File: src/rtl/ps2_host_tx.sv
// PS/2 host-to-device transmitter: inhibit, request-to-send, shift frame on device clock falls, check ACK.
// Optional PS2_TX_RETRY_EN: no-ACK and packet-timeout failures are retried up to twice with the same byte.
module ps2_host_tx #(
  parameter int INHIBIT_CYCLES        = 5000,
  parameter int START_TIMEOUT_CYCLES  = 750000,
  parameter int PACKET_TIMEOUT_CYCLES = 100000,
  parameter int FILTER_CYCLES         = 8
) (
  input  logic       iCLK_50,
  input  logic       Reset,
  input  logic       iPS2_CLK,
  input  logic       iPS2_DAT,
  output logic       oPS2_CLK_OE,
  output logic       oPS2_DAT_OE,
  input  logic [7:0] iTxData,
  input  logic       iTxStart,
  output logic       oBusy,
  output logic       oDone,
  output logic       oError,
  output logic [1:0] oErrCode
);

  // state     | meaning
  // IDLE      | waiting for iTxStart
  // INHIBIT   | clock held low for INHIBIT_CYCLES
  // REQ       | clock and data both low (request-to-send)
  // WAIT_DEV  | clock released, waiting for first device fall
  // XFER      | D0..D7, parity, stop on falls 1..10; ACK sampled on fall 11
  // WAIT_IDLE | waiting for clock and data both high
  // ERR       | release bus, then retry or report
  typedef enum logic [2:0] {IDLE, INHIBIT, REQ, WAIT_DEV, XFER, WAIT_IDLE, ERR} state_t;

  localparam int T1   = (INHIBIT_CYCLES > START_TIMEOUT_CYCLES) ? INHIBIT_CYCLES : START_TIMEOUT_CYCLES;
  localparam int TMAX = (T1 > PACKET_TIMEOUT_CYCLES) ? T1 : PACKET_TIMEOUT_CYCLES;
  localparam int TW   = $clog2(TMAX);
  localparam int FW   = $clog2(FILTER_CYCLES + 1);

  state_t          state;
  logic [TW-1:0]   tmr;
  logic [3:0]      bitcnt;
  logic [8:0]      frame;
  logic [1:0]      err_code;
  logic            clk_s1, clk_s2, dat_s1, dat_s2;
  logic            clk_filt, clk_fall;
  logic [FW-1:0]   filt_cnt;
`ifdef PS2_TX_RETRY_EN
  logic [1:0]      retry_cnt;
`endif

  always_ff @(posedge iCLK_50 or posedge Reset) begin
    if (Reset) begin
      clk_s1   <= 1'b1;
      clk_s2   <= 1'b1;
      dat_s1   <= 1'b1;
      dat_s2   <= 1'b1;
      clk_filt <= 1'b1;
      filt_cnt <= '0;
      clk_fall <= 1'b0;
    end else begin
      clk_s1   <= iPS2_CLK;
      clk_s2   <= clk_s1;
      dat_s1   <= iPS2_DAT;
      dat_s2   <= dat_s1;
      clk_fall <= 1'b0;
      if (clk_s2 == clk_filt) begin
        filt_cnt <= '0;
      end else if (filt_cnt == FW'(FILTER_CYCLES - 1)) begin
        clk_filt <= clk_s2;
        filt_cnt <= '0;
        clk_fall <= ~clk_s2;
      end else begin
        filt_cnt <= filt_cnt + 1'b1;
      end
    end
  end

  always_ff @(posedge iCLK_50 or posedge Reset) begin
    if (Reset) begin
      state       <= IDLE;
      tmr         <= '0;
      bitcnt      <= '0;
      frame       <= '0;
      err_code    <= '0;
      oPS2_CLK_OE <= 1'b0;
      oPS2_DAT_OE <= 1'b0;
      oBusy       <= 1'b0;
      oDone       <= 1'b0;
      oError      <= 1'b0;
      oErrCode    <= '0;
`ifdef PS2_TX_RETRY_EN
      retry_cnt   <= '0;
`endif
    end else begin
      oDone  <= 1'b0;
      oError <= 1'b0;
      case (state)
        IDLE: begin
          if (iTxStart && !oDone) begin
            frame       <= {~^iTxData, iTxData};
            oBusy       <= 1'b1;
            oErrCode    <= '0;
            oPS2_CLK_OE <= 1'b1;
            tmr         <= TW'(INHIBIT_CYCLES - 1);
            state       <= INHIBIT;
`ifdef PS2_TX_RETRY_EN
            retry_cnt   <= '0;
`endif
          end
        end
        INHIBIT: begin
          if (tmr == '0) begin
            oPS2_DAT_OE <= 1'b1;
            state       <= REQ;
          end else begin
            tmr <= tmr - 1'b1;
          end
        end
        REQ: begin
          oPS2_CLK_OE <= 1'b0;
          tmr         <= TW'(START_TIMEOUT_CYCLES - 1);
          state       <= WAIT_DEV;
        end
        WAIT_DEV: begin
          if (clk_fall) begin
            oPS2_DAT_OE <= ~frame[0];
            bitcnt      <= 4'd1;
            tmr         <= TW'(PACKET_TIMEOUT_CYCLES - 1);
            state       <= XFER;
          end else if (tmr == '0) begin
            err_code <= 2'd2;
            state    <= ERR;
          end else begin
            tmr <= tmr - 1'b1;
          end
        end
        XFER: begin
          if (tmr == '0) begin
            err_code <= 2'd3;
            state    <= ERR;
          end else begin
            tmr <= tmr - 1'b1;
            // bitcnt holds the number of falls seen so far
            if (clk_fall) begin
              bitcnt <= bitcnt + 1'b1;
              if (bitcnt <= 4'd8) begin
                oPS2_DAT_OE <= ~frame[bitcnt];
              end else if (bitcnt == 4'd9) begin
                oPS2_DAT_OE <= 1'b0;
              end else if (dat_s2) begin
                err_code <= 2'd1;
                state    <= ERR;
              end else begin
                state <= WAIT_IDLE;
              end
            end
          end
        end
        WAIT_IDLE: begin
          if (tmr == '0) begin
            err_code <= 2'd3;
            state    <= ERR;
          end else begin
            tmr <= tmr - 1'b1;
            if (clk_filt && dat_s2) begin
              oDone <= 1'b1;
              oBusy <= 1'b0;
              state <= IDLE;
            end
          end
        end
        ERR: begin
`ifdef PS2_TX_RETRY_EN
          if (err_code != 2'd2 && retry_cnt != 2'd2) begin
            retry_cnt   <= retry_cnt + 1'b1;
            oPS2_CLK_OE <= 1'b1;
            oPS2_DAT_OE <= 1'b0;
            tmr         <= TW'(INHIBIT_CYCLES - 1);
            state       <= INHIBIT;
          end else
`endif
          begin
            oPS2_CLK_OE <= 1'b0;
            oPS2_DAT_OE <= 1'b0;
            oErrCode    <= err_code;
            oDone       <= 1'b1;
            oError      <= 1'b1;
            oBusy       <= 1'b0;
            state       <= IDLE;
          end
        end
        default: state <= IDLE;
      endcase
    end
  end

endmodule

File: config.mk
export PLATFORM = sky130hd
export DESIGN_NAME = ps2_host_tx
export DESIGN_NICKNAME = d
export VERILOG_FILES = /design/src/rtl/ps2_host_tx.sv
export SDC_FILE = /design/constraint.sdc
export NUM_CORES = 1
export LEC_CHECK = 0
export CAP_MARGIN = 40
export CORE_MARGIN = 2
export CORE_UTILIZATION = 51
export DETAILED_ROUTE_END_ITERATION = 16
export GPL_ROUTABILITY_DRIVEN = 0
export HOLD_SLACK_MARGIN = 0.15
export PLACE_DENSITY = 0.7
export SYNTH_ARGS = -nofsm -noshare
export SYNTH_HDL_FRONTEND = slang
export SYNTH_SLANG_ARGS = --single-unit
File: constraint.sdc
create_clock -name iCLK_50 -period 2.4 [get_ports iCLK_50]
set_clock_uncertainty 0.05 [all_clocks]
set_input_delay 0.48 -clock iCLK_50 [delete_from_list [all_inputs] [get_ports iCLK_50]]
set_output_delay 0.48 -clock iCLK_50 [all_outputs]
set_load 0.01 [all_outputs]
## Word level (Yosys, flattened, before mapping)

Cells that the tools add are included.

- Bitwise gates (word level): 4
- Equality and inequality tests: 26
- Multiply operators: 0
- Mux-type cells: 53
- Divide/modulo/power cells: 0
- Reduce and logical (&&, ||, !) cells: 25
- Order comparisons: 2
- Shift-type cells: 0
- $add $sub $neg: 3

Operators by type and width:

| kind | count |
|---|---|
| $pmux 20 s4 | 1 |
| $mux 20 | 3 |
| $mux 3 | 10 |
| $ne 3x3->1 const B | 7 |
| $logic_not 20->1 | 1 |
| $mux 2 | 10 |
| $mux 4 | 5 |
| $ne 2x2->1 const B | 10 |
| $sub 20x1->20 const B | 1 |
| $pmux 3 s6 | 1 |
| $mux 1 | 15 |
| $reduce_and 2->1 | 5 |
| $eq 3x3->1 const B | 3 |
| $add 4x1->4 const B | 2 |
| $pmux 4 s2 | 1 |
| $reduce_and 4->1 | 2 |
| $reduce_and 8->1 | 1 |
| $reduce_bool 4->1 | 2 |
| $reduce_xnor 8->1 | 1 |
| $reduce_and 7->1 | 1 |
| $eq 3x2->1 const B | 2 |
| $pmux 2 s3 | 1 |
| $reduce_and 6->1 | 1 |
| $reduce_bool 2->1 | 3 |
| 18 further kinds | 24 |

- Input bits: 13
- Memories: 0
- Bits in latches: 0
- Bits in read-only memories: 0
- Register bits after elaboration: 55
- Memory bits (writable): 0
- Output and inout port bits: 7

## Logic depth before layout (Yosys ltp)

Gate-level depths: netlist of run 1.

- Word-level depth: 7
- Depth in mapped cells: 8
- Depth with buffers taken out: 7

## Least setup slack after synthesis of run 1

No wires, ideal clock.

- Path kind: reg2reg
- Start: register state[0]
- End: register tmr[12]
- Setup time: 121 ps
- Required time: 2,229 ps
- Arrival time: 1,827 ps
- Slack: 401 ps
- Clock period less this slack: 1,999 ps
- Cell stages (with the launch flop): 9
- Cell sequence: dfrtp_1 -> clkbuf_1 -> inv_1 -> ha_1 -> o21a_1 -> o22ai_1 -> clkbuf_1 -> a21oi_1 -> o22a_1

- Longest elaborated chain between the ends: 4
- Elaborated cells on any way between the ends: 11

RTL lines:

| item | line | source |
|---|---|---|
| start: declaration | 38 | `state_t state;` |
| start signal: assignment | 79 | `state <= IDLE;` |
| start signal: assignment | 104 | `state <= INHIBIT;` |
| start signal: assignment | 113 | `state <= REQ;` |
| $eq 3x3->1 or $eq 3x1->1 (tied branches) | 96 | `case (state)` |
| $reduce_or 3->1 (no source line) | n/a |  |
| $reduce_bool 4->1 (no source line) | n/a |  |
| $reduce_and 2->1 (no source line) | n/a |  |
| end signal: assignment | 103 | `tmr <= TW'(INHIBIT_CYCLES - 1);` |
| end signal: assignment | 115 | `tmr <= tmr - 1'b1;` |
| end signal: assignment | 120 | `tmr <= TW'(START_TIMEOUT_CYCLES - 1);` |
| end: declaration | 39 | `logic [TW-1:0] tmr;` |

Parallel ways exist; a longest one is shown, timed or not.
A chain may end at the register's enable or synchronous reset.

## Worst setup path in the final report of run 1

- Start: register tmr[15]
- End: register tmr[17]

- Longest elaborated chain between the ends: 4
- Elaborated cells on any way between the ends: 5

RTL lines:

| item | line | source |
|---|---|---|
| $sub 20x1->20 or $logic_not 20->1 (tied branches) | n/a |  |
| $mux 20 (*) | n/a |  |
| $mux 20 | 124 | `if (clk_fall) begin` |
| $pmux 20 s4 (*) | 96 |  |

Mark *: on every way between the ends. The rest lies on a longest branch, timed or not.

==> results.py, run 1 <==
metrics = {
    "run_status": {
        "status": "finished clean",
    },
    "cells_and_area": {
        "antenna_cells": 0,
        "syn2layout_area_growth_pct": 15.5,
        "layout_commonest_cell": "dfrtp_1",
        "drive_gt1_share_pct": 15.9,
        "fillerInstances": 503,
        "final_cell_mix": "dfrtp_1, nor2_1, o21ai_0",
        "final_util_pct": 61.2,
        "final_cells": 434,
        "final_nets": 379,
    },
    "worst_setup_path": {
        "critPathLaunchType": "flop",
        "cp_max_fo": 10,
        "critPathKind": "reg2reg",
        "arrival_ns": 2.43,
        "cp-end-kind": "flop",
        "critical_path_required_ns": 2.55,
    },
    "logic_synthesis": {
        "synth_edf_count": 0,
        "ys.flop_type": "dfrtp_1",
        "syn-instance-count": 326,
        "synthesis.area_sq_mm": 0.00315,
        "ys_warn_count": 0,
        "syn_nets": 347,
        "yosysTopAreaCellShare_pct": 39.7,
        "avgSynthCellArea_sq_um": 9.68,
        "seq_area_frac_synth_pct": 43.8,
        "ys_seq_elements": 55,
        "synth.distinct_cells": 65,
        "yosys-top-cells-area": "dfrtp_1, o21ai_0, dfstp_2",
        "async_reset_ff_share_pct": 100,
        "yosys.area.top_type": "dfrtp_1",
    },
    "placed_design": {
        "port_buffers": 19,
        "dp_hpwl_um": 5160,
        "dp_cells": 426,
        "dp_slack_ns": 0.141,
    },
    "die": {
        "die_w_um": 82.6,
        "dieHeight_um": 82.6,
        "initial_utilization_pct": 53.0,
        "core-area_sq_mm": 0.00596,
        "die_area_sq_mm": 0.00683,
        "rows": 28,
        "ios": 20,
    },
    "sta": {
        "hold_viol": 0,
        "slew_headroom_pct": 68.6,
        "grt_setup_unrepaired": "false",
        "tightestPinTransition_ns": 0.466,
        "report.final.slew_viol_count": 0,
        "setup_slack_ns": 0.118,
        "finalCritPeriodShare_pct": 95.1,
        "setup_violations": 0,
        "period_minus_slack_ns": 2.28,
        "fmax_mhz": 438,
        "finalSetupTns_ns": 0,
    },
    "detailed_routing": {
        "met3_length_um": 379,
        "dr_total_vias": 2635,
        "top_layer_used": "met4",
        "drt_iter0_drc": 206,
        "drc": 0,
        "post_drt_wl_per_cell_um": 16.3,
        "drt-met1-wl_um": 3310,
        "vias_per_cell": 6.07,
        "detail-route-antenna-nets": 0,
        "drt_wl_total_um": 7070,
        "met2_length_um": 3330,
        "first_pass_iters": 4,
    },
    "worst_hold_path": {
        "hold_path_class": "reg2reg",
    },
    "cts": {
        "cts_sinks": 55,
        "cts_buffer_depth": 2,
        "holdBufCountCts": 0,
        "postCtsSetupRepairBufs": 0,
        "root_buffer": "clkbuf_8",
        "clkTransAtPathRegs_ns": 0.10,
        "clock_latency_ns": 0.31,
        "htree_levels": 2,
        "tritoncts": "done",
        "cts_inserted_buffers": 5,
    },
    "grt": {
        "antenna_found_initial": 0,
        "grtUsageTotal_pct": 22.3,
        "globalRouteOverflowTotal": 0,
        "grt_pass1_vias": 2424,
        "grt_max_degree": 29,
        "grt_first_pass_wirelength_um": 11700,
    },
    "power": {
        "leakage_nw": 1.56,
        "ir_worst_vdd_mv": 0.267,
        "power.total_mw": 1.68,
        "power.density_mw_per_mm2": 460,
    },
    "flow_run": {
        "max_cap_violations": 0,
    },
}
## critical path: stages (launching register included)
cell and delay [ns]:
dfrtp_1 0.39, nor4_1 0.46, nand4_2 0.40, o21ai_1 0.37
buf_4 0.19, nor3b_1 0.05, a211o_1 0.26
## cell usage after synthesis (all sizes together), types with 6 or more instances
cell type	n
nor3	9
nand2	21
o31ai	6
ha	8
xnor2	8
a211o	7
nor2	31
buf	7
clkbuf	9
inv	11
a21oi	19
nand3	8
dfrtp	50
mux2	10
o21ai	28
nor4	7
## cells by family after synthesis
group,count (synthesis),synth area share [%]
XOR/XNOR,10,2.78
multiplexers,15,6.07
adder cells (fa/ha/maj),8,3.17
flip-flops,55,43.8
buffers and inverters,27,3.53
AO/OA/AOI/OAI,101,21.8
AND/OR/NAND/NOR,110,18.8
## final timing paths
path	start	endpoint	slack, ns	depth (start not counted)
max	tmr[15]$_DFFE_PP0P_	tmr[17]$_DFFE_PP0P_	0.12	6
min	clk_s1$_DFF_PP1_	clk_s2$_DFF_PP1_	0.31	0
max reg2reg	tmr[15]$_DFFE_PP0P_	tmr[17]$_DFFE_PP0P_	0.12	6
min reg2reg	clk_s1$_DFF_PP1_	clk_s2$_DFF_PP1_	0.31	0
max in group asynchronous	Reset	dat_s1$_DFF_PP1_	1.32	3
min in group asynchronous	Reset	filt_cnt[1]$_DFF_PP0_	0.41	2
## metal layers
layer / vias to the layer above / global-route usage [%]
li1: 1275 / -
met1: 1282 / 33.4
met2: 71 / 33.9
met3: 7 / 4.02
met4: 0 / 4.92
met5: - / 0
## state kept, by name (all words and copies together), names as in the netlist, 2 cells and up
register,flops
bitcnt,4
err_code,2
filt_cnt,4
frame,9
oErrCode,2
state,3
tmr,20
## what timing repair did
| action | CTS | global route |
|---|---|---|
| resized for setup | 0 | 1 |
| hold endpoints to repair | 0 | 0 |
| setup endpoints to repair | 0 | 2 |
## through the flow
step	cell area (sq um)	hold slack (ns)
finish	3640	0.312
global route	3640	0.315
CTS	3640	0.313
detailed placement	3550	0.298
global placement	3550	0.297
floorplan	3150	0.295
## power breakdown
| group | internal (mW) | switching (mW) |
|---|---|---|
| registers | 0.965 | 0.0287 |
| clock network | 0.236 | 0.312 |
| logic | 0.0724 | 0.0631 |
## layout make-up
type	instances	area [sq um]	share of cell area [%]
multi-input cells	244	1660	45.6
clock inverters	2	16.3	0.446
inverters	11	41.3	1.13
repair buffers	41	368	10.1
clock buffers	6	82.6	2.27
flip-flops and latches	55	1380	37.9
well taps	75	93.8	2.57
Note: power is estimated with default switching activity, not from simulation.
==> run 2: changes to the inputs <==
--- a/config.mk
+++ b/config.mk
@@ -10,6 +10,7 @@
 export CORE_UTILIZATION = 51
 export DETAILED_ROUTE_END_ITERATION = 16
 export GPL_ROUTABILITY_DRIVEN = 0
+export GPL_TIMING_DRIVEN = 0
 export HOLD_SLACK_MARGIN = 0.15
 export PLACE_DENSITY = 0.7
 export SYNTH_ARGS = -nofsm -noshare
==> run 2 against run 1 <==
Global-route usage increased by 1.4 points; critical path depth increased by 1; first-iteration DRC count increased by 10%; non-clock buffer count decreased by 4; cell count decreased by 0.92%.
==> results.py, run 2 (synthesized netlist as in run 1, its figures left out) <==
metrics = {
    "detailed_routing": {
        "drt_wl_total_um": 7230,
        "first_pass_iters": 4,
        "detail-route-antenna-nets": 0,
        "post_drt_wl_per_cell_um": 16.8,
        "dr_total_vias": 2636,
        "drt_iter0_drc": 227,
        "vias_per_cell": 6.13,
        "drc": 0,
    },
    "cells_and_area": {
        "layout_commonest_cell": "dfrtp_1",
        "final_util_pct": 60.7,
        "final_cell_mix": "dfrtp_1, nor2_1, o21ai_0",
        "largest_register_ffs": 20,
        "drive_gt1_share_pct": 12.4,
        "antenna_cells": 0,
        "regMostFlops": "tmr",
        "syn2layout_area_growth_pct": 14.6,
        "top_regs": "tmr: 20 flops, frame: 9 flops",
        "fillerInstances": 521,
        "final_nets": 375,
    },
    "cts": {
        "tritoncts": "done",
        "cts_buffer_depth": 2,
        "root_buffer": "clkbuf_8",
        "clkTransAtPathRegs_ns": 0.10,
        "htree_levels": 2,
        "clock_latency_ns": 0.31,
        "cts_inserted_buffers": 5,
        "cts_sinks": 55,
    },
    "sta": {
        "period_minus_slack_ns": 2.27,
        "report.final.slew_viol_count": 0,
        "fin_hold_ws_ns": 0.312,
        "setup_violations": 0,
        "fmax_mhz": 440,
        "finalCritPeriodShare_pct": 94.7,
        "hold_viol": 0,
        "setup_slack_ns": 0.127,
        "finalSetupTns_ns": 0,
        "tightestPinTransition_ns": 0.543,
        "slew_headroom_pct": 63.4,
        "grt_setup_unrepaired": "false",
    },
    "power": {
        "ir_worst_vdd_mv": 0.284,
        "power.total_mw": 1.86,
        "leakage_nw": 1.52,
        "power.density_mw_per_mm2": 515,
    },
    "worst_setup_path": {
        "cp_max_fo": 10,
        "critPathKind": "reg2reg",
        "critPathLaunchType": "flop",
        "cp-startpoint": "state[0]$_DFFE_PP0P_",
        "arrival_ns": 2.43,
        "critical_path_required_ns": 2.56,
        "timing.rr.start": "state[0]$_DFFE_PP0P_",
        "cp-end-kind": "flop",
    },
    "worst_hold_path": {
        "min-delay-start": "clk_s1$_DFF_PP1_",
        "hold_path_class": "reg2reg",
    },
    "grt": {
        "grtUsageTotal_pct": 23.8,
        "grt_pass1_vias": 2543,
        "antenna_found_initial": 0,
        "grt_max_degree": 36,
        "grt_first_pass_wirelength_um": 12500,
        "globalRouteOverflowTotal": 0,
    },
    "placed_design": {
        "dp_slack_ns": -0.0604,
        "port_buffers": 19,
        "dp_hpwl_um": 5200,
    },
    "die": {
        "die_w_um": 82.6,
        "dieHeight_um": 82.6,
        "die_area_sq_mm": 0.00683,
        "core-area_sq_mm": 0.00596,
        "initial_utilization_pct": 53.0,
        "rows": 28,
        "ios": 20,
    },
    "flow_run": {
        "max_cap_violations": 0,
    },
    "run_status": {
        "status": "finished clean",
    },
}
[run 2: changes by cell type in the layout (fill, tap and decap cells not counted), moves of 2 or more]
cell	change
buf_4	-20
clkbuf_1	+8
buf_1	+4
buf_2	+2
bufinv_16	+2
clkbuf_2	+2
[run 2: worst paths after layout]
path / to / slack, ns / cells past startpoint
setup / recovery: tmr[14]$_DFFE_PP0P_ / 0.13 / 7
hold / removal: clk_s2$_DFF_PP1_ / 0.31 / 0
setup reg to reg: tmr[14]$_DFFE_PP0P_ / 0.13 / 7
hold reg to reg: clk_s2$_DFF_PP1_ / 0.31 / 0
max in group asynchronous: state[2]$_DFFE_PP0P_ / 1.32 / 3
min in group asynchronous: filt_cnt[3]$_DFF_PP0_ / 0.44 / 2
[run 2: critical path: stages, from the launching register on]
cell      delay (ns)
dfrtp_1         0.44
clkbuf_2        0.22
inv_1           0.17
ha_1            0.28
o21a_1          0.17
o22a_1          0.36
o21ai_0         0.15
a211o_1         0.32
[run 2: per-layer routing]
metal  global-route usage (%)  vias up  wire length (um)  part of all wire [%]
met4                     4.10        0                59                  0.82
met1                     35.8     1302              3560                    49
met2                     36.9       59              3270                    45
met3                     3.48        5               327                   4.5
li1                         -     1270                 -                     -
met5                        0        -                 0                     0
[run 2: timing repair]
item,CTS,global route
hold buffers,0,0
cloned,0,0
setup buffers,0,1
endpoints found under the setup margin,7,14
pin swaps,0,1
gates resized for setup,1,6
[run 2: layout make-up]
| class | count | area (sq um) | share of cell area (%) |
|---|---|---|---|
| sequential | 55 | 1380 | 38.2 |
| clock inverter | 2 | 60.1 | 1.66 |
| tap | 75 | 93.8 | 2.60 |
| clock buffer | 6 | 72.6 | 2.01 |
| timing repair buffer | 21 | 218 | 6.02 |
| buffer | 16 | 72.6 | 2.01 |
| multi-input combinational | 244 | 1670 | 46.3 |
| inverter | 11 | 41.3 | 1.14 |
[run 2: stage by stage]
stage,std cells,instance area (sq um)
finish,430,3610
global route,430,3610
CTS,429,3590
detailed placement,421,3460
global placement,420,3440
floorplan,326,3150
[run 2: report_power, final]
group | switching, mW | total (mW) | internal, mW
Sequential | 0.0280 | 0.993 | 0.965
Combinational | 0.0661 | 0.137 | 0.0712
Clock | 0.316 | 0.733 | 0.417
Total | 0.410 | 1.86 | 1.45
==> run 3: changes to the inputs <==
--- a/config.mk
+++ b/config.mk
@@ -6,7 +6,7 @@
 export NUM_CORES = 1
 export LEC_CHECK = 0
 export CAP_MARGIN = 40
-export CORE_MARGIN = 2
+export CORE_MARGIN = 4
 export CORE_UTILIZATION = 51
 export DETAILED_ROUTE_END_ITERATION = 16
 export GPL_ROUTABILITY_DRIVEN = 0
==> run 3 against run 2 <==
Worst setup slack gained 0.0074 ns; clock power shrank 13%; non-clock buffer count shrank 1; count of clock-buffer cells in the layout shrank 1; core utilization shrank 0.34 points; total power shrank 5.3%; first-iteration DRC count shrank 34%; wire length shrank 0.17%; critical path type unchanged; largest power group unchanged.
==> results.py, run 3 (synthesized netlist as in run 1, its figures left out) <==
metrics = {
    "worst_setup_path": {
        "critPathMaxStageDelay_ns": 0.46,
        "cp_max_fo": 10,
        "cp-end-kind": "flop",
        "path_cells": "nor4_4, nand4_2, buf_6, o31ai_4, o211ai_1, mux2_4",
        "critPathLaunchType": "flop",
        "critPathKind": "reg2reg",
        "crit_slowest_cell": "nor4_4",
        "r2r_slack_ns": 0.13,
        "critical_path_required_ns": 2.55,
        "timing.rr.start": "tmr[11]$_DFFE_PP0P_",
        "worstRegToRegCells": 6,
        "reg2reg_to": "oPS2_DAT_OE$_DFFE_PP0P_",
        "arrival_ns": 2.42,
    },
    "die": {
        "die_area_sq_mm": 0.00751,
        "core-area_sq_mm": 0.00596,
        "initial_utilization_pct": 53.0,
        "dieHeight_um": 86.6,
        "ios": 20,
        "die_w_um": 86.6,
        "rows": 28,
    },
    "cells_and_area": {
        "final_nets": 374,
        "regMostFlops": "tmr",
        "largest_register_ffs": 20,
        "top_regs": "tmr: 20 flops, frame: 9 flops",
        "antenna_cells": 0,
        "syn2layout_area_growth_pct": 14.0,
        "final_cells": 429,
        "final_cell_mix": "dfrtp_1, nor2_1, o21ai_0",
        "layout_commonest_cell": "dfrtp_1",
        "fin_area_sq_mm": 0.00359,
        "drive_gt1_share_pct": 13.0,
    },
    "sta": {
        "period_minus_slack_ns": 2.27,
        "slew_headroom_pct": 66.2,
        "tightestPinTransition_ns": 0.502,
        "finalSetupTns_ns": 0,
        "grt_setup_unrepaired": "false",
        "fin_hold_ws_ns": 0.312,
        "fmax_mhz": 441,
        "report.final.slew_viol_count": 0,
        "hold_viol": 0,
        "setup_violations": 0,
        "finalCritPeriodShare_pct": 94.4,
    },
    "power": {
        "power.density_mw_per_mm2": 491,
        "ir_worst_vdd_mv": 0.395,
        "leakage_nw": 1.50,
    },
    "cts": {
        "holdBufCountCts": 0,
        "cts_inserted_buffers": 5,
        "cts_sinks": 55,
        "tritoncts": "done",
        "clock_latency_ns": 0.31,
        "clkTransAtPathRegs_ns": 0.11,
        "htree_levels": 2,
        "postCtsSetupRepairBufs": 0,
        "root_buffer": "clkbuf_8",
        "cts_buffer_depth": 2,
    },
    "placed_design": {
        "dp_cells": 421,
        "port_buffers": 19,
        "dpl_cell_area_sq_mm": 0.00346,
        "dp_hpwl_um": 5220,
    },
    "run_status": {
        "status": "finished clean",
    },
    "detailed_routing": {
        "detail-route-antenna-nets": 0,
        "drc": 0,
        "vias_per_cell": 6.06,
        "dr_total_vias": 2598,
        "post_drt_wl_per_cell_um": 16.8,
        "first_pass_iters": 4,
        "drt_iter0_drc": 149,
        "drt_wl_total_um": 7210,
    },
    "worst_hold_path": {
        "min_to": "clk_s2$_DFF_PP1_",
        "hold_depth": 0,
        "min-delay-start": "clk_s1$_DFF_PP1_",
        "hold_path_class": "reg2reg",
    },
    "grt": {
        "grt_first_pass_wirelength_um": 12300,
        "grt_max_degree": 38,
        "antenna_found_initial": 0,
        "grtUsageTotal_pct": 20.4,
        "globalRouteOverflowTotal": 0,
        "grt_pass1_vias": 2490,
    },
    "flow_run": {
        "max_cap_violations": 0,
    },
}
## run 3: through the flow
stage	setup WS (ns)	power, mW	util, %
4_1_cts	0.0697	1.79	60.0
2_1_floorplan	0.401	1.10	-
3_3_place_gp	-0.495	1.14	57.7
5_1_grt	0.0253	1.84	60.4
3_5_place_dp	-0.0554	1.15	58.1
6_report	0.134	1.76	60.4
## run 3: critical path: cells and delay by family, from the launching register on
kind,cells,cell delay [ns]
DFF,1,0.45
and+or+nand+nor,2,0.74
muxes,1,0.32
buffers and inverters,1,0.23
AOI/OAI and AO/OA,2,0.36
## run 3: area by class of cell
| type | instances | area (sq um) |
|---|---|---|
| clock buffer | 5 | 68.8 |
| fill | 551 | 2360 |
| buffer | 16 | 72.6 |
| inverter | 11 | 41.3 |
| tap | 75 | 93.8 |
| timing repair buffer | 20 | 210 |
| clock inverter | 3 | 47.5 |
| multi-input combinational | 244 | 1680 |
| sequential | 55 | 1380 |
## run 3: power breakdown
group | switching, mW | leakage (nW) | total, mW | internal [mW]
Clock | 0.321 | 0.0587 | 0.638 | 0.317
Combinational | 0.0641 | 0.770 | 0.134 | 0.0704
Sequential | 0.0277 | 0.677 | 0.992 | 0.965
Total | 0.413 | 1.50 | 1.76 | 1.35
## run 3: how the worst max path moves through the flow
stage               slack, ns                       to                 start
floorplan                0.40      tmr[12]$_DFFE_PP0P_  state[0]$_DFFE_PP0P_
global placement        -0.50    bitcnt[2]$_DFFE_PP0P_                 Reset
detailed placement      -0.06      tmr[12]$_DFFE_PP0P_  state[0]$_DFFE_PP0P_
CTS                      0.07       tmr[3]$_DFFE_PP0P_  state[0]$_DFFE_PP0P_
global route             0.03  oPS2_DAT_OE$_DFFE_PP0P_   tmr[11]$_DFFE_PP0P_
finish                   0.13  oPS2_DAT_OE$_DFFE_PP0P_   tmr[11]$_DFFE_PP0P_
## run 3: what timing repair did
item                       CTS  global route
setup endpoints to repair    7            14
cloned                       0             0
resized for setup            1             8
## run 3: routing by layer
metal,wire (um),global-route usage [%],share of wire [%],up-vias
li1,-,-,-,1263
met1,3530,30.0,49,1265
met2,3320,31.1,46,60
met3,250,3.33,3.5,10
met4,110,6.37,1.5,0
met5,0,0,0,-
